### src/rtl/icache_refill_ctrl_if.sv
// icache_refill_ctrl_if: fetch, cache-RAM, flush and memory-bus signals of the refill controller
interface icache_refill_ctrl_if #(
    parameter int WPL = 8,
    parameter int INDEX_BITS = 7
);
    logic DStrobe, DRW, Match, Valid, Flush, MGrant, mSDR_RxD;
    logic [$clog2(WPL)-1:0] DWordSel;
    logic DReady, DDataSelect, Hit, Miss, TagWrite, ValidWrite, ValidData;
    logic [WPL-1:0] RamWrite;
    logic IndexSel, FlushDone, MStrobe, MRW, MAddrOE;
    logic [INDEX_BITS-1:0] FlushIndex;
    modport slave (
        input DStrobe, DRW, DWordSel, Match, Valid, Flush, MGrant, mSDR_RxD,
        output DReady, DDataSelect, Hit, Miss, TagWrite, ValidWrite, ValidData, RamWrite,
        output IndexSel, FlushIndex, FlushDone, MStrobe, MRW, MAddrOE
    );
    modport master (
        output DStrobe, DRW, DWordSel, Match, Valid, Flush, MGrant, mSDR_RxD,
        input DReady, DDataSelect, Hit, Miss, TagWrite, ValidWrite, ValidData, RamWrite,
        input IndexSel, FlushIndex, FlushDone, MStrobe, MRW, MAddrOE
    );
endinterface

### src/rtl/icache_refill_ctrl.sv
// icache_refill_ctrl: I-cache lookup/refill/flush FSM with early restart and grant-loss retry
module icache_refill_ctrl #(
    parameter int WPL = 8,
    parameter int INDEX_BITS = 7,
    parameter int EARLY_RESTART = 1
) (
    input logic Clk,
    input logic Reset,
    icache_refill_ctrl_if.slave bus
);
    localparam int WB = $clog2(WPL);
    typedef enum logic [2:0] {IDLE, LOOKUP, MISS_REQ, FILL, DONE, FLUSH} state_t;
    state_t state;
    logic [WB-1:0] count, word_sel;
    logic [INDEX_BITS-1:0] flush_index;
    logic pending, served, hit, abort, beat, last, early, sweep_end;
    // Per-cycle events derived from state and inputs; a beat only counts while the grant is held
    always_comb begin
        hit = state == LOOKUP && bus.Match && bus.Valid;
        abort = state == FILL && !bus.MGrant;
        beat = state == FILL && bus.MGrant && bus.mSDR_RxD;
        last = beat && count == WB'(WPL - 1);
        early = EARLY_RESTART != 0 && beat && !served && count == word_sel;
        sweep_end = state == FLUSH && &flush_index;
    end
    // State, beat counter, flush sweep and the pending/served bookkeeping
    always_ff @(posedge Clk or posedge Reset) begin
        if (Reset) begin
            state <= IDLE;
            count <= '0;
            word_sel <= '0;
            flush_index <= '0;
            pending <= 1'b0;
            served <= 1'b0;
        end else begin
            pending <= sweep_end ? 1'b0 : pending | (bus.Flush && state != IDLE && state != FLUSH);
            case (state)
                IDLE: begin
                    if (bus.Flush || pending) begin
                        state <= FLUSH;
                    end else if (bus.DStrobe && bus.DRW) begin
                        state <= LOOKUP;
                        word_sel <= bus.DWordSel;
                        served <= 1'b0;
                    end
                end
                LOOKUP: state <= hit ? IDLE : MISS_REQ;
                MISS_REQ: begin
                    if (bus.MGrant) begin
                        state <= FILL;
                        count <= '0;
                    end
                end
                FILL: begin
                    if (abort) begin
                        state <= MISS_REQ;
                        count <= '0;
                    end else if (beat) begin
                        count <= count + 1'b1;
                        if (last) state <= DONE;
                    end
                    if (early) served <= 1'b1;
                end
                DONE: state <= IDLE;
                FLUSH: begin
                    flush_index <= flush_index + 1'b1;
                    if (sweep_end) state <= IDLE;
                end
                default: state <= IDLE;
            endcase
        end
    end
    // Outputs decode straight from state and inputs; IDLE drives them all low, which covers reset
    always_comb begin
        bus.Hit = hit;
        bus.DReady = hit || early || (state == DONE && !served);
        bus.DDataSelect = early;
        bus.Miss = state == MISS_REQ || state == FILL;
        bus.TagWrite = last;
        bus.ValidWrite = (state == MISS_REQ && bus.MGrant) || last || state == FLUSH;
        bus.ValidData = last;
        bus.RamWrite = beat ? WPL'(1) << count : '0;
        bus.IndexSel = state == FLUSH;
        bus.FlushIndex = flush_index;
        bus.FlushDone = sweep_end;
        bus.MStrobe = state == MISS_REQ;
        bus.MRW = state == MISS_REQ || state == FILL;
        bus.MAddrOE = state == FILL;
    end
endmodule

### src/flat_wrapper.sv
// flat-port wrapper written by rule: the top's interface ports become plain ports
module icache_refill_ctrl_flat 
#(
    parameter int WPL = 8,
    parameter int INDEX_BITS = 7,
    parameter int EARLY_RESTART = 1
)
  (Clk, Reset, bus_DStrobe, bus_DRW, bus_DWordSel, bus_Match, bus_Valid, bus_Flush, bus_MGrant, bus_mSDR_RxD, bus_DReady, bus_DDataSelect, bus_Hit, bus_Miss, bus_TagWrite, bus_ValidWrite, bus_ValidData, bus_RamWrite, bus_IndexSel, bus_FlushIndex, bus_FlushDone, bus_MStrobe, bus_MRW, bus_MAddrOE);
  icache_refill_ctrl_if #(.WPL(WPL), .INDEX_BITS(INDEX_BITS)) bus_i ();
  input logic Clk;
  input logic Reset;
  input wire logic [$bits(bus_i.DStrobe)-1:0] bus_DStrobe;
  input wire logic [$bits(bus_i.DRW)-1:0] bus_DRW;
  input wire logic [$bits(bus_i.DWordSel)-1:0] bus_DWordSel;
  input wire logic [$bits(bus_i.Match)-1:0] bus_Match;
  input wire logic [$bits(bus_i.Valid)-1:0] bus_Valid;
  input wire logic [$bits(bus_i.Flush)-1:0] bus_Flush;
  input wire logic [$bits(bus_i.MGrant)-1:0] bus_MGrant;
  input wire logic [$bits(bus_i.mSDR_RxD)-1:0] bus_mSDR_RxD;
  output wire logic [$bits(bus_i.DReady)-1:0] bus_DReady;
  output wire logic [$bits(bus_i.DDataSelect)-1:0] bus_DDataSelect;
  output wire logic [$bits(bus_i.Hit)-1:0] bus_Hit;
  output wire logic [$bits(bus_i.Miss)-1:0] bus_Miss;
  output wire logic [$bits(bus_i.TagWrite)-1:0] bus_TagWrite;
  output wire logic [$bits(bus_i.ValidWrite)-1:0] bus_ValidWrite;
  output wire logic [$bits(bus_i.ValidData)-1:0] bus_ValidData;
  output wire logic [$bits(bus_i.RamWrite)-1:0] bus_RamWrite;
  output wire logic [$bits(bus_i.IndexSel)-1:0] bus_IndexSel;
  output wire logic [$bits(bus_i.FlushIndex)-1:0] bus_FlushIndex;
  output wire logic [$bits(bus_i.FlushDone)-1:0] bus_FlushDone;
  output wire logic [$bits(bus_i.MStrobe)-1:0] bus_MStrobe;
  output wire logic [$bits(bus_i.MRW)-1:0] bus_MRW;
  output wire logic [$bits(bus_i.MAddrOE)-1:0] bus_MAddrOE;
  assign bus_i.DStrobe = bus_DStrobe;
  assign bus_i.DRW = bus_DRW;
  assign bus_i.DWordSel = bus_DWordSel;
  assign bus_i.Match = bus_Match;
  assign bus_i.Valid = bus_Valid;
  assign bus_i.Flush = bus_Flush;
  assign bus_i.MGrant = bus_MGrant;
  assign bus_i.mSDR_RxD = bus_mSDR_RxD;
  assign bus_DReady = bus_i.DReady;
  assign bus_DDataSelect = bus_i.DDataSelect;
  assign bus_Hit = bus_i.Hit;
  assign bus_Miss = bus_i.Miss;
  assign bus_TagWrite = bus_i.TagWrite;
  assign bus_ValidWrite = bus_i.ValidWrite;
  assign bus_ValidData = bus_i.ValidData;
  assign bus_RamWrite = bus_i.RamWrite;
  assign bus_IndexSel = bus_i.IndexSel;
  assign bus_FlushIndex = bus_i.FlushIndex;
  assign bus_FlushDone = bus_i.FlushDone;
  assign bus_MStrobe = bus_i.MStrobe;
  assign bus_MRW = bus_i.MRW;
  assign bus_MAddrOE = bus_i.MAddrOE;
  icache_refill_ctrl #(.WPL(WPL), .INDEX_BITS(INDEX_BITS), .EARLY_RESTART(EARLY_RESTART)) u_core (.Clk(Clk), .Reset(Reset), .bus(bus_i));
endmodule
### config.mk
export PLATFORM = sky130hd
export DESIGN_NAME = icache_refill_ctrl_flat
export DESIGN_NICKNAME = d
export VERILOG_FILES = /design/src/rtl/icache_refill_ctrl_if.sv /design/src/rtl/icache_refill_ctrl.sv /design/src/flat_wrapper.sv
export SDC_FILE = /design/constraint.sdc
export NUM_CORES = 1
export LEC_CHECK = 0
export ABC_AREA = 1
export BUFFER_PORTS_ARGS = -buffer_cell sky130_fd_sc_hd__buf_2
export CAP_MARGIN = 5
export CORE_MARGIN = 2
export CORE_UTILIZATION = 50
export CTS_CLUSTER_SIZE = 40
export DETAILED_ROUTE_END_ITERATION = 12
export PLACE_DENSITY_LB_ADDON = 0.15
export REMOVE_ABC_BUFFERS = 1
export SETUP_SLACK_MARGIN = 0.4
export SKIP_LAST_GASP = 1
export SLEW_MARGIN = 20
export SYNTH_ARGS = -nofsm -noshare
export SYNTH_HDL_FRONTEND = slang
export SYNTH_SLANG_ARGS = --single-unit
### constraint.sdc
create_clock -name Clk -period 2.07 [get_ports Clk]
set_clock_uncertainty 0.05 [all_clocks]
set_input_delay 0.207 -clock Clk [delete_from_list [all_inputs] [get_ports Clk]]
set_output_delay 0.207 -clock Clk [all_outputs]
set_load 0.01 [all_outputs]
==> metrics.txt, run 1 <==
# TYPE chip_impl_metric gauge
chip_impl_metric{name="instances_no_fill",unit=""} 234
chip_impl_metric{name="routed_wirelength",unit="µm"} 2630
chip_impl_metric{name="avgRoutedWirePerCell",unit="µm"} 11.2
chip_impl_metric{name="timing.critical_path.slowest_cell_delay",unit="ns"} 0.43
chip_impl_info{name="mostFrequentLayoutCell",value="buf_2"} 1
chip_impl_metric{name="p_leak",unit="nW"} 0.885
chip_impl_metric{name="timing.critical_path.buf_inv",unit=""} 3
chip_impl_metric{name="place_hpwl",unit="µm"} 1840
chip_impl_info{name="critical_path.top_delay_family",value="simple AND/OR/NAND/NOR gates"} 1
chip_impl_info{name="outcome",value="finished, final reports clean"} 1
chip_impl_metric{name="cp.arrival",unit="ns"} 1.56
chip_impl_metric{name="syn_to_final_growth",unit="%"} 35.0
chip_impl_metric{name="postPlaceCellArea",unit="µm²"} 1360
chip_impl_metric{name="grt_use_total",unit=""} 0.219
chip_impl_metric{name="finalHoldViolations",unit=""} 0
chip_impl_metric{name="std_cell_rows",unit=""} 17
chip_impl_metric{name="finalWeightedCongestion",unit=""} 0.863
chip_impl_info{name="clock_tree_from_tritoncts",value="done"} 1
chip_impl_metric{name="clock_insertion_delay_worst_skew",unit="ns"} 0.30
chip_impl_metric{name="num_vias",unit=""} 1122
chip_impl_metric{name="diodes",unit=""} 0
chip_impl_metric{name="setup_viol",unit=""} 0
chip_impl_metric{name="synth.avg_cell_area",unit="µm²"} 7.69
chip_impl_metric{name="dp_cells",unit=""} 214
chip_impl_metric{name="finalNetCount",unit=""} 226
chip_impl_metric{name="timing.critical_path.required",unit="ns"} 1.81
chip_impl_metric{name="first_pass_grt_wire_length",unit="µm"} 4370
chip_impl_info{name="critPathLaunchType",value="flip-flop"} 1
chip_impl_metric{name="syn-instance-count",unit=""} 152
chip_impl_metric{name="worst_hold_slack",unit="ns"} 0.0867
chip_impl_metric{name="detail_route.first_pass.iterations",unit=""} 3
chip_impl_info{name="crit_chain",value="inv_2 > nand2_2 > nor2_4 > inv_2 > nor2_4 > nand4_1 > nand2_1 > buf_2"} 1
chip_impl_info{name="class_of_the_most_critical_hold_timing_path",value="input pin to flip-flop"} 1
chip_impl_metric{name="synth-warning-count",unit=""} 0
chip_impl_info{name="cts_root_buf",value="clkbuf_4"} 1
chip_impl_metric{name="post_synth_num_cell_types",unit=""} 24
chip_impl_metric{name="detail_route_antenna_nets",unit=""} 0
chip_impl_info{name="synth_top_family_by_area",value="simple AND/OR/NAND/NOR gates"} 1
chip_impl_metric{name="grt_remaining_overflow",unit=""} 0
chip_impl_metric{name="slew_violations",unit=""} 0
chip_impl_metric{name="drt_drc_violations_left",unit=""} 0
chip_impl_metric{name="largest_net_degree_at_the_start_of_global_routing",unit=""} 19
chip_impl_metric{name="detail_route.iter0.violations",unit=""} 11
chip_impl_metric{name="clk_pin_slew_worst_paths",unit="ns"} 0.10
chip_impl_metric{name="die_area",unit="µm²"} 2740
chip_impl_metric{name="simple_gate_portion_of_the_synthesized_area",unit=""} 0.294
chip_impl_metric{name="finalCritPeriodShare",unit=""} 0.880
chip_impl_metric{name="timing.final.crit_period",unit="ns"} 1.82
chip_impl_metric{name="first_global_vias",unit=""} 1076
chip_impl_metric{name="seq_area_frac_synth",unit=""} 0.385
chip_impl_metric{name="initial_core_util",unit=""} 0.528
chip_impl_metric{name="total_negative_slack_for_setup_checks",unit="ns"} 0
chip_impl_info{name="worstSetupEndpointType",value="output port"} 1
chip_impl_metric{name="core-area",unit="µm²"} 2210
chip_impl_metric{name="achievable-frequency",unit="MHz"} 549
chip_impl_metric{name="htree_num_levels",unit=""} 1
chip_impl_metric{name="vias_per_cell",unit=""} 4.79
chip_impl_metric{name="drive_above_1_share",unit=""} 0.427
chip_impl_metric{name="max-vdd-ir-drop",unit="V"} 0.000624
chip_impl_metric{name="post_synth_instance_area",unit="µm²"} 1170
chip_impl_metric{name="yosys.area_share.adder",unit=""} 0.0749
chip_impl_metric{name="worst_slew_margin_rel",unit=""} 0.571
chip_impl_metric{name="timing.reg2reg.setup_slack",unit="ns"} 0.59
chip_impl_info{name="cpMaxStageDelayCell",value="dfrtp_2"} 1
chip_impl_metric{name="post_layout_utilization_of_the_core",unit=""} 0.713
chip_impl_info{name="worst-setup-path-type",value="flip-flop to output port"} 1
chip_impl_metric{name="drv.max_cap_violation_count",unit=""} 0
chip_impl_metric{name="worstMarginPinSlew",unit="ns"} 0.643
chip_impl_metric{name="synth_xor_area_frac",unit=""} 0.0600
chip_impl_info{name="rsz0062_at_grt",value="true"} 1
chip_impl_metric{name="yosys-mux-area-fraction",unit=""} 0
chip_impl_metric{name="synth_seq_cells",unit=""} 18
chip_impl_metric{name="cts-buffers-inserted",unit=""} 3
chip_impl_metric{name="clock-sinks",unit=""} 18
chip_impl_metric{name="dieWidth",unit="µm"} 52.3
chip_impl_metric{name="die_y",unit="µm"} 52.3
chip_impl_metric{name="worstPathMaxFanout",unit=""} 4
chip_impl_metric{name="grt_antenna_before_repair",unit=""} 0
chip_impl_metric{name="cts.path.max_buffers",unit=""} 2
chip_impl_info{name="final_cell_mix",value="buf_2, nand2_1, inv_1"} 1
chip_impl_metric{name="power_per_standard_cell_area",unit="nW/µm²"} 979
chip_impl_metric{name="io_buffer_count",unit=""} 38
chip_impl_metric{name="synth_compound_area_frac",unit=""} 0.0600
chip_impl_metric{name="ioPinCount",unit=""} 39
chip_impl_metric{name="cell_area_after_layout",unit="µm²"} 1580
[through the flow]
stage / setup slack [ns] / power [mW]
finish: 0.249 / 1.54
global route: 0.175 / 1.68
CTS: 0.314 / 1.50
detailed placement: 0.477 / 1.19
global placement: 0.562 / 1.18
floorplan: 0.602 / 0.989
[cell type report]
type	instances	area (µm²)
well taps	28	35.0
inverters	30	115
clock buffers	4	36.3
flip-flops and latches	18	455
fillers	192	634
multi-input cells	100	623
repair buffers	54	313
[synth_stat cells]
master	count	area (µm²)
a21oi_1	3	15.0
buf_4	3	22.5
buf_6	1	11.3
dfrtp_1	18	450
ha_1	7	87.6
inv_1	24	90.1
inv_2	6	22.5
nand2_1	29	109
nand2_2	1	6.26
nand2_4	1	11.3
nand3_1	11	55.1
nand3_2	1	10.0
nand3_4	1	17.5
nand4_1	1	6.26
nor2_1	14	52.6
nor2_2	4	25.0
nor2_4	1	11.3
nor3_1	8	40.0
o211ai_1	1	7.51
o21a_1	1	7.51
o21ai_0	3	15.0
o21ai_1	5	25.0
xnor2_1	4	35.0
xor2_1	4	35.0
[sequential cells by signal (all words and copies together), names as in the netlist]
name                   flops
u_core.bus.FlushIndex      7
u_core.count               3
u_core.pending             1
u_core.served              1
u_core.state               3
u_core.word_sel            3
[path summary, 6_finish.rpt]
check	to	startpoint	depth (start not counted)
max	bus_DReady	u_core.state[2]	8
min	u_core.word_sel[0]	bus_DWordSel[0]	3
max reg2reg	u_core.state[0]	u_core.count[1]	9
min reg2reg	u_core.pending	u_core.pending	2
max in group asynchronous	u_core.state[0]	Reset	3
min in group asynchronous	u_core.bus.FlushIndex[4]	Reset	3
[worst register-to-register path: cells and delay by family (launching register included)]
kind                     cells  cell delay, ns
buffers and inverters        2            0.12
AO/OA/AOI/OAI                1            0.15
adder cells (fa/ha/maj)      2            0.38
flip-flops                   1            0.42
AND/OR/NAND/NOR              4            0.24
[what timing repair did]
action / CTS / global route
hold buffers: 1 / 0
resized for setup: 12 / 7
setup buffers: 10 / 5
setup endpoints to repair: 14 / 16
pin swaps: 1 / 3
cloned: 0 / 0
hold endpoints to repair: 18 / 0
[metal layers]
layer	up-vias	wire length [µm]	track usage
met5	-	0	0
met1	507	1130	0.250
met3	5	130	0.0257
li1	576	-	-
met2	34	1330	0.400
met4	0	48	0.107
[kinds of logic after synthesis]
group,count (synthesis)
XOR/XNOR,8
flip-flops,18
buffers and inverters,34
adder cells (fa/ha/maj),7
AND/OR/NAND/NOR,72
AO/OA/AOI/OAI,13
[power by group]
part / internal, mW / switching (mW)
clock network: 0.107 / 0.109
registers: 0.448 / 0.0966
logic: 0.336 / 0.448
total: 0.892 / 0.653
Power figures use the tool's default switching activity.
==> inputs of run 2 (changes only) <==
Settings changed: CORE_UTILIZATION 50 to 45.
Clock period 2.07 ns to 1.5 ns, I/O delays scaled along.
==> metrics.txt, run 2 (synthesized netlist as in run 1, its figures left out) <==
# TYPE chip_impl_metric gauge
chip_impl_info{name="outcome",value="complete, but fails checks"} 1
chip_impl_info{name="failed_checks",value="setup timing"} 1
chip_impl_metric{name="syn_to_final_growth",unit="%"} 68.8
chip_impl_metric{name="worst_slew_margin_rel",unit=""} 0.774
chip_impl_metric{name="first_pass_grt_wire_length",unit="µm"} 4600
chip_impl_info{name="cpMaxStageDelayCell",value="dfrtp_1"} 1
chip_impl_metric{name="post_layout_utilization_of_the_core",unit=""} 0.796
chip_impl_info{name="worst-setup-path-type",value="flip-flop to output port"} 1
chip_impl_info{name="hold_path_end",value="u_core.word_sel[2]"} 1
chip_impl_metric{name="drive_above_1_share",unit=""} 0.541
chip_impl_metric{name="slew_violations",unit=""} 0
chip_impl_metric{name="detail_route_antenna_nets",unit=""} 0
chip_impl_metric{name="postPlaceCellArea",unit="µm²"} 1410
chip_impl_metric{name="achievable-frequency",unit="MHz"} 571
chip_impl_metric{name="cts-buffers-inserted",unit=""} 3
chip_impl_metric{name="avgRoutedWirePerCell",unit="µm"} 14.4
chip_impl_metric{name="dieWidth",unit="µm"} 55.0
chip_impl_metric{name="grt_use_total",unit=""} 0.215
chip_impl_metric{name="core-area",unit="µm²"} 2480
chip_impl_metric{name="initial_core_util",unit=""} 0.472
chip_impl_metric{name="ioPinCount",unit=""} 39
chip_impl_metric{name="first_global_vias",unit=""} 1101
chip_impl_metric{name="setup_viol",unit=""} 34
chip_impl_metric{name="largest_register_ff_count",unit=""} 7
chip_impl_metric{name="finalNetCount",unit=""} 249
chip_impl_metric{name="max-vdd-ir-drop",unit="V"} 0.00129
chip_impl_metric{name="place_hpwl",unit="µm"} 1980
chip_impl_info{name="cts_root_buf",value="clkbuf_4"} 1
chip_impl_metric{name="grt_antenna_before_repair",unit=""} 0
chip_impl_info{name="critPathLaunchType",value="flip-flop"} 1
chip_impl_metric{name="instances_no_fill",unit=""} 259
chip_impl_metric{name="power.total",unit="mW"} 2.94
chip_impl_metric{name="detail_route.iter0.violations",unit=""} 29
chip_impl_info{name="hp-start",value="bus_DWordSel[2]"} 1
chip_impl_metric{name="grt_remaining_overflow",unit=""} 0
chip_impl_metric{name="cell_area_after_layout",unit="µm²"} 1970
chip_impl_metric{name="die_area",unit="µm²"} 3020
chip_impl_metric{name="clock_insertion_delay_worst_skew",unit="ns"} 0.30
chip_impl_info{name="rr_endpoint",value="u_core.word_sel[0]"} 1
chip_impl_metric{name="dp_cells",unit=""} 222
chip_impl_metric{name="finalWorstSetupSlack",unit="ns"} -0.252
chip_impl_metric{name="crit_cells",unit=""} 8
chip_impl_metric{name="diodes",unit=""} 0
chip_impl_metric{name="finalCritPeriodShare",unit=""} 1.17
chip_impl_metric{name="timing.final.crit_period",unit="ns"} 1.75
chip_impl_metric{name="io_buffer_count",unit=""} 38
chip_impl_info{name="class_of_the_most_critical_hold_timing_path",value="input pin to flip-flop"} 1
chip_impl_metric{name="std_cell_rows",unit=""} 18
chip_impl_info{name="timing.rr.start",value="u_core.state[2]"} 1
chip_impl_metric{name="finalWeightedCongestion",unit=""} 0.814
chip_impl_metric{name="die_y",unit="µm"} 55.0
chip_impl_metric{name="num-fill-cells",unit=""} 161
chip_impl_metric{name="clk_pin_slew_worst_paths",unit="ns"} 0.11
chip_impl_metric{name="timing.critical_path.buf_inv",unit=""} 4
chip_impl_metric{name="drt_drc_violations_left",unit=""} 0
chip_impl_info{name="critical_path.top_delay_family",value="simple AND/OR/NAND/NOR gates"} 1
chip_impl_info{name="clock_tree_from_tritoncts",value="done"} 1
chip_impl_metric{name="cts.path.max_buffers",unit=""} 2
chip_impl_metric{name="htree_num_levels",unit=""} 1
chip_impl_info{name="final_cell_mix",value="nand2_1, buf_2, buf_6"} 1
chip_impl_info{name="worstSetupEndpointType",value="output port"} 1
chip_impl_metric{name="power_per_standard_cell_area",unit="nW/µm²"} 1490
chip_impl_metric{name="num_vias",unit=""} 1298
chip_impl_metric{name="worstMarginPinSlew",unit="ns"} 0.338
chip_impl_metric{name="finalHoldViolations",unit=""} 0
chip_impl_metric{name="hold_path_depth",unit=""} 3
chip_impl_info{name="rsz0062_at_grt",value="true"} 1
chip_impl_metric{name="timing.reg2reg.setup_slack",unit="ns"} -0.18
chip_impl_metric{name="cp.arrival",unit="ns"} 1.55
chip_impl_metric{name="largest_net_degree_at_the_start_of_global_routing",unit=""} 19
chip_impl_metric{name="clock-sinks",unit=""} 18
chip_impl_metric{name="worst_r2r_path_depth",unit=""} 9
chip_impl_metric{name="total_negative_slack_for_setup_checks",unit="ns"} -4.77
chip_impl_metric{name="timing.critical_path.required",unit="ns"} 1.30
chip_impl_info{name="crit_chain",value="inv_2 > nand2_4 > nor2_4 > inv_2 > nor2_4 > inv_4 > nor3_1 > buf_2"} 1
chip_impl_metric{name="detail_route.first_pass.iterations",unit=""} 4
chip_impl_metric{name="vias_per_cell",unit=""} 5.01
chip_impl_metric{name="routed_wirelength",unit="µm"} 3720
chip_impl_metric{name="timing.critical_path.slowest_cell_delay",unit="ns"} 0.42
chip_impl_metric{name="drv.max_cap_violation_count",unit=""} 0
chip_impl_metric{name="p_leak",unit="nW"} 1.04
chip_impl_info{name="mostFrequentLayoutCell",value="nand2_1"} 1
chip_impl_metric{name="worstPathMaxFanout",unit=""} 8
[run 2: layout make-up]
type,instances,area [µm²],share of cell area
clock buffer,4,36.3,0.0184
inverter,30,123,0.0621
multi-input combinational,100,713,0.361
sequential,18,457,0.231
tap,30,37.5,0.0190
timing repair buffer,77,607,0.308
[run 2: worst max-delay path by stage]
| stage | start | to | slack [ns] |
|---|---|---|---|
| after floorplan | u_core.state[0] | bus_RamWrite[0] | 0.09 |
| after global placement | u_core.state[0] | bus_DReady | 0.11 |
| after detailed placement | u_core.state[0] | bus_RamWrite[5] | 0.05 |
| after CTS | u_core.state[2] | bus_DReady | -0.18 |
| after global routing | u_core.state[2] | bus_RamWrite[5] | -0.32 |
| final | u_core.state[2] | bus_RamWrite[5] | -0.25 |
[run 2: per-stage QoR]
stage | setup WS [ns] | hold WS (ns)
after global placement | 0.110 | 0.126
final | -0.252 | 0.0150
after detailed placement | 0.0548 | 0.126
after global routing | -0.318 | 0.0275
after floorplan | 0.0894 | 0.0386
after CTS | -0.177 | 0.0251
[run 2: repair_timing]
action / 4_1_cts / 5_1_grt
hold endpoints to repair: 18 / 0
pin swaps: 7 / 7
gates resized for setup: 37 / 32
endpoints found under the setup margin: 40 / 45
hold buffers: 1 / 0
buffers inserted: 23 / 9
[run 2: per-layer routing]
metal / GRT usage / routed length [µm] / share of wire
met1: 0.253 / 1450 / 0.39
met2: 0.405 / 1940 / 0.52
met3: 0.0349 / 227 / 0.061
met4: 0.0528 / 100 / 0.027
met5: 0 / 0 / 0
[run 2: tightest hold or removal path: cells and delay by family]
family	cells	cell delay [ns]
AOI/OAI and AO/OA	1	0.05
buffers and inverters	2	0.13
[run 2: power by group]
part | switching [mW] | leakage (nW) | internal [mW]
sequential | 0.150 | 0.225 | 0.617
clock | 0.160 | 0.0210 | 0.148
combinational | 0.903 | 0.791 | 0.967
total | 1.21 | 1.04 | 1.73
==> inputs of run 3 (changes only) <==
Settings changed: ABC_AREA 1 to not set, CORE_UTILIZATION 45 to 44, GPL_ROUTABILITY_DRIVEN set to 0.
==> metrics.txt, run 3 <==
# TYPE chip_impl_metric gauge
chip_impl_info{name="outcome",value="complete, but fails checks"} 1
chip_impl_info{name="failed_checks",value="setup timing"} 1
chip_impl_metric{name="detail_route_antenna_nets",unit=""} 0
chip_impl_metric{name="dieWidth",unit="µm"} 55.0
chip_impl_metric{name="finalCritPeriodShare",unit=""} 1.22
chip_impl_info{name="rr_endpoint",value="u_core.bus.FlushIndex[6]"} 1
chip_impl_metric{name="drt_drc_violations_left",unit=""} 0
chip_impl_metric{name="hold_path_depth",unit=""} 2
chip_impl_info{name="worstSetupEndpointType",value="output port"} 1
chip_impl_metric{name="diodes",unit=""} 0
chip_impl_metric{name="io_buffer_count",unit=""} 38
chip_impl_metric{name="die_y",unit="µm"} 55.0
chip_impl_metric{name="first_pass_grt_wire_length",unit="µm"} 4720
chip_impl_metric{name="htree_num_levels",unit=""} 1
chip_impl_metric{name="clock-sinks",unit=""} 18
chip_impl_metric{name="cts-buffers-inserted",unit=""} 3
chip_impl_info{name="final_cell_mix",value="buf_2, buf_4, buf_6"} 1
chip_impl_metric{name="post_synth_instance_area",unit="µm²"} 1140
chip_impl_metric{name="num_vias",unit=""} 1197
chip_impl_metric{name="num-fill-cells",unit=""} 186
chip_impl_metric{name="timing.reg2reg.setup_slack",unit="ns"} -0.17
chip_impl_info{name="netlist.top_cell.by_area",value="dfrtp_1"} 1
chip_impl_metric{name="achievable-frequency",unit="MHz"} 548
chip_impl_metric{name="number_of_synthesized_flops_with_an_enable_pin",unit=""} 0
chip_impl_metric{name="crit_cells",unit=""} 6
chip_impl_metric{name="worst_r2r_path_depth",unit=""} 9
chip_impl_metric{name="yosys.area_share.adder",unit=""} 0.0766
chip_impl_info{name="class_of_the_most_critical_hold_timing_path",value="input pin to flip-flop"} 1
chip_impl_metric{name="die_area",unit="µm²"} 3020
chip_impl_info{name="netlist_top_cells_area",value="dfrtp_1, ha_1, xnor2_1"} 1
chip_impl_info{name="hp-start",value="bus_DWordSel[0]"} 1
chip_impl_metric{name="worstMarginPinSlew",unit="ns"} 0.229
chip_impl_info{name="synth_top_family_by_area",value="simple AND/OR/NAND/NOR gates"} 1
chip_impl_metric{name="max-vdd-ir-drop",unit="V"} 0.000639
chip_impl_metric{name="place_hpwl",unit="µm"} 2100
chip_impl_metric{name="timing.critical_path.slowest_cell_delay",unit="ns"} 0.41
chip_impl_metric{name="detail_route.iter0.violations",unit=""} 7
chip_impl_metric{name="detail_route.first_pass.iterations",unit=""} 4
chip_impl_info{name="timing.rr.start",value="u_core.state[2]"} 1
chip_impl_metric{name="async_flop_share",unit=""} 1.00
chip_impl_metric{name="timing.final.crit_period",unit="ns"} 1.82
chip_impl_metric{name="synth_largest_type_area_fraction",unit=""} 0.394
chip_impl_metric{name="post_synth_num_cell_types",unit=""} 34
chip_impl_metric{name="instances_no_fill",unit=""} 230
chip_impl_info{name="cts_root_buf",value="clkbuf_4"} 1
chip_impl_metric{name="vias_per_cell",unit=""} 5.20
chip_impl_metric{name="avgRoutedWirePerCell",unit="µm"} 13.7
chip_impl_metric{name="first_global_vias",unit=""} 1052
chip_impl_metric{name="finalNetCount",unit=""} 220
chip_impl_info{name="critPathLaunchType",value="flip-flop"} 1
chip_impl_info{name="crit_chain",value="or2b_1 > nor3_4 > buf_4 > buf_6 > and3_1 > buf_2"} 1
chip_impl_metric{name="total_negative_slack_for_setup_checks",unit="ns"} -5.79
chip_impl_metric{name="finalWorstSetupSlack",unit="ns"} -0.323
chip_impl_info{name="clock_tree_from_tritoncts",value="done"} 1
chip_impl_metric{name="std_cell_rows",unit=""} 18
chip_impl_metric{name="initial_core_util",unit=""} 0.462
chip_impl_metric{name="drive_above_1_share",unit=""} 0.565
chip_impl_metric{name="timing.critical_path.required",unit="ns"} 1.30
chip_impl_metric{name="grt_use_total",unit=""} 0.223
chip_impl_metric{name="drv.max_cap_violation_count",unit=""} 0
chip_impl_info{name="rsz0062_at_grt",value="true"} 1
chip_impl_metric{name="finalHoldViolations",unit=""} 0
chip_impl_metric{name="clk_pin_slew_worst_paths",unit="ns"} 0.10
chip_impl_metric{name="grt_antenna_before_repair",unit=""} 0
chip_impl_metric{name="clock_insertion_delay_worst_skew",unit="ns"} 0.29
chip_impl_metric{name="dp_cells",unit=""} 203
chip_impl_metric{name="synth_seq_cells",unit=""} 18
chip_impl_metric{name="cell_area_after_layout",unit="µm²"} 1920
chip_impl_metric{name="cp.arrival",unit="ns"} 1.62
chip_impl_metric{name="ioPinCount",unit=""} 39
chip_impl_metric{name="seq_area_frac_synth",unit=""} 0.394
chip_impl_metric{name="syn-instance-count",unit=""} 123
chip_impl_metric{name="power_per_standard_cell_area",unit="nW/µm²"} 433
chip_impl_metric{name="largest_net_degree_at_the_start_of_global_routing",unit=""} 19
chip_impl_info{name="hold_path_end",value="u_core.word_sel[0]"} 1
chip_impl_metric{name="slew_violations",unit=""} 0
chip_impl_metric{name="postPlaceCellArea",unit="µm²"} 1460
chip_impl_metric{name="worst_slew_margin_rel",unit=""} 0.846
chip_impl_info{name="yosysMostFrequentCell",value="dfrtp_1"} 1
chip_impl_metric{name="simple_gate_portion_of_the_synthesized_area",unit=""} 0.231
chip_impl_metric{name="setup_viol",unit=""} 25
chip_impl_metric{name="grt_remaining_overflow",unit=""} 0
chip_impl_info{name="critical_path.top_delay_family",value="simple AND/OR/NAND/NOR gates"} 1
chip_impl_metric{name="p_leak",unit="nW"} 0.975
chip_impl_metric{name="syn_to_final_growth",unit="%"} 67.6
chip_impl_metric{name="synth_xor_area_frac",unit=""} 0.0766
chip_impl_metric{name="cts.path.max_buffers",unit=""} 2
chip_impl_metric{name="synth.avg_cell_area",unit="µm²"} 9.30
chip_impl_metric{name="worstPathMaxFanout",unit=""} 8
chip_impl_metric{name="timing.critical_path.buf_inv",unit=""} 3
chip_impl_metric{name="synth_compound_area_frac",unit=""} 0.117
chip_impl_metric{name="routed_wirelength",unit="µm"} 3160
chip_impl_info{name="cpMaxStageDelayCell",value="dfrtp_1"} 1
chip_impl_metric{name="synth-warning-count",unit=""} 0
chip_impl_info{name="synth_top_cells_by_count",value="dfrtp_1, nand2_1, inv_1, nor2_1, o21ai_0"} 1
chip_impl_info{name="worst-setup-path-type",value="flip-flop to output port"} 1
chip_impl_info{name="synthFlopType",value="dfrtp_1"} 1
chip_impl_metric{name="largest_register_ff_count",unit=""} 7
chip_impl_metric{name="yosys-mux-area-fraction",unit=""} 0.0383
chip_impl_metric{name="core-area",unit="µm²"} 2480
-- run 3: worst max-delay path by stage --
stage	from	end	slack, ns
after global routing	u_core.state[2]	bus_RamWrite[5]	-0.40
after global placement	u_core.count[0]	bus_ValidWrite	0.05
after detailed placement	u_core.state[0]	bus_RamWrite[7]	-0.02
final	u_core.state[2]	bus_RamWrite[5]	-0.32
after CTS	u_core.count[0]	bus_ValidWrite	-0.26
after floorplan	u_core.state[2]	bus_DReady	-0.06
-- run 3: layout make-up --
type / instances / area [µm²] / share of cell area
multi-input combinational: 90 / 741 / 0.386
timing repair buffer: 79 / 608 / 0.317
sequential: 18 / 453 / 0.236
inverter: 9 / 41.3 / 0.0215
tap: 30 / 37.5 / 0.0196
clock buffer: 4 / 36.3 / 0.0189
-- run 3: logic make-up after synthesis --
| group | Yosys count |
|---|---|
| AO/OA/AOI/OAI | 22 |
| XOR/XNOR | 10 |
| adder cells (fa/ha/maj) | 7 |
| buffers and inverters | 15 |
| flip-flops | 18 |
| multiplexers | 4 |
| AND/OR/NAND/NOR | 47 |
-- run 3: worst register-to-register path, cell delays in order, from the launching register on --
cell and delay (ns):
dfrtp_1 0.41, buf_4 0.15, buf_6 0.12, nand4b_1 0.16
nor2_2 0.06, buf_4 0.13, buf_4 0.12, buf_4 0.12
buf_4 0.12, xor2_1 0.13
-- run 3: repair_timing --
action,CTS,global route
endpoints found under the hold margin,18,0
setup endpoints to repair,40,45
gates resized for setup,38,25
pin swaps,12,10
buffers inserted,13,9
hold buffers,1,0
-- run 3: layer usage --
metal  up-vias  wire, µm  share of wire  track usage
met3         4       138          0.044       0.0349
met5         -         0              0            0
met2        33      1690           0.54        0.403
met1       578      1290           0.41        0.265
li1        582         -              -            -
met4         0        33          0.010       0.0854
-- run 3: per-stage QoR --
stage / hold WS (ns) / power (mW) / utilization / worst slack, ns
5_1_grt: 0.0251 / 0.863 / 0.774 / -0.402
3_5_place_dp: 0.134 / 0.537 / 0.591 / -0.0193
3_3_place_gp: 0.123 / 0.535 / 0.591 / 0.0455
4_1_cts: 0.0318 / 0.837 / 0.701 / -0.261
6_report: 0.0328 / 0.830 / 0.774 / -0.323
2_1_floorplan: 0.0386 / 0.509 / - / -0.0574
-- run 3: report_power, final --
group	leakage (nW)	internal (mW)	total, mW	switching, mW
sequential	0.219	0.485	0.485	0
combinational	0.735	0.0166	0.0472	0.0306
clock	0.0210	0.148	0.298	0.150
total	0.975	0.649	0.830	0.181
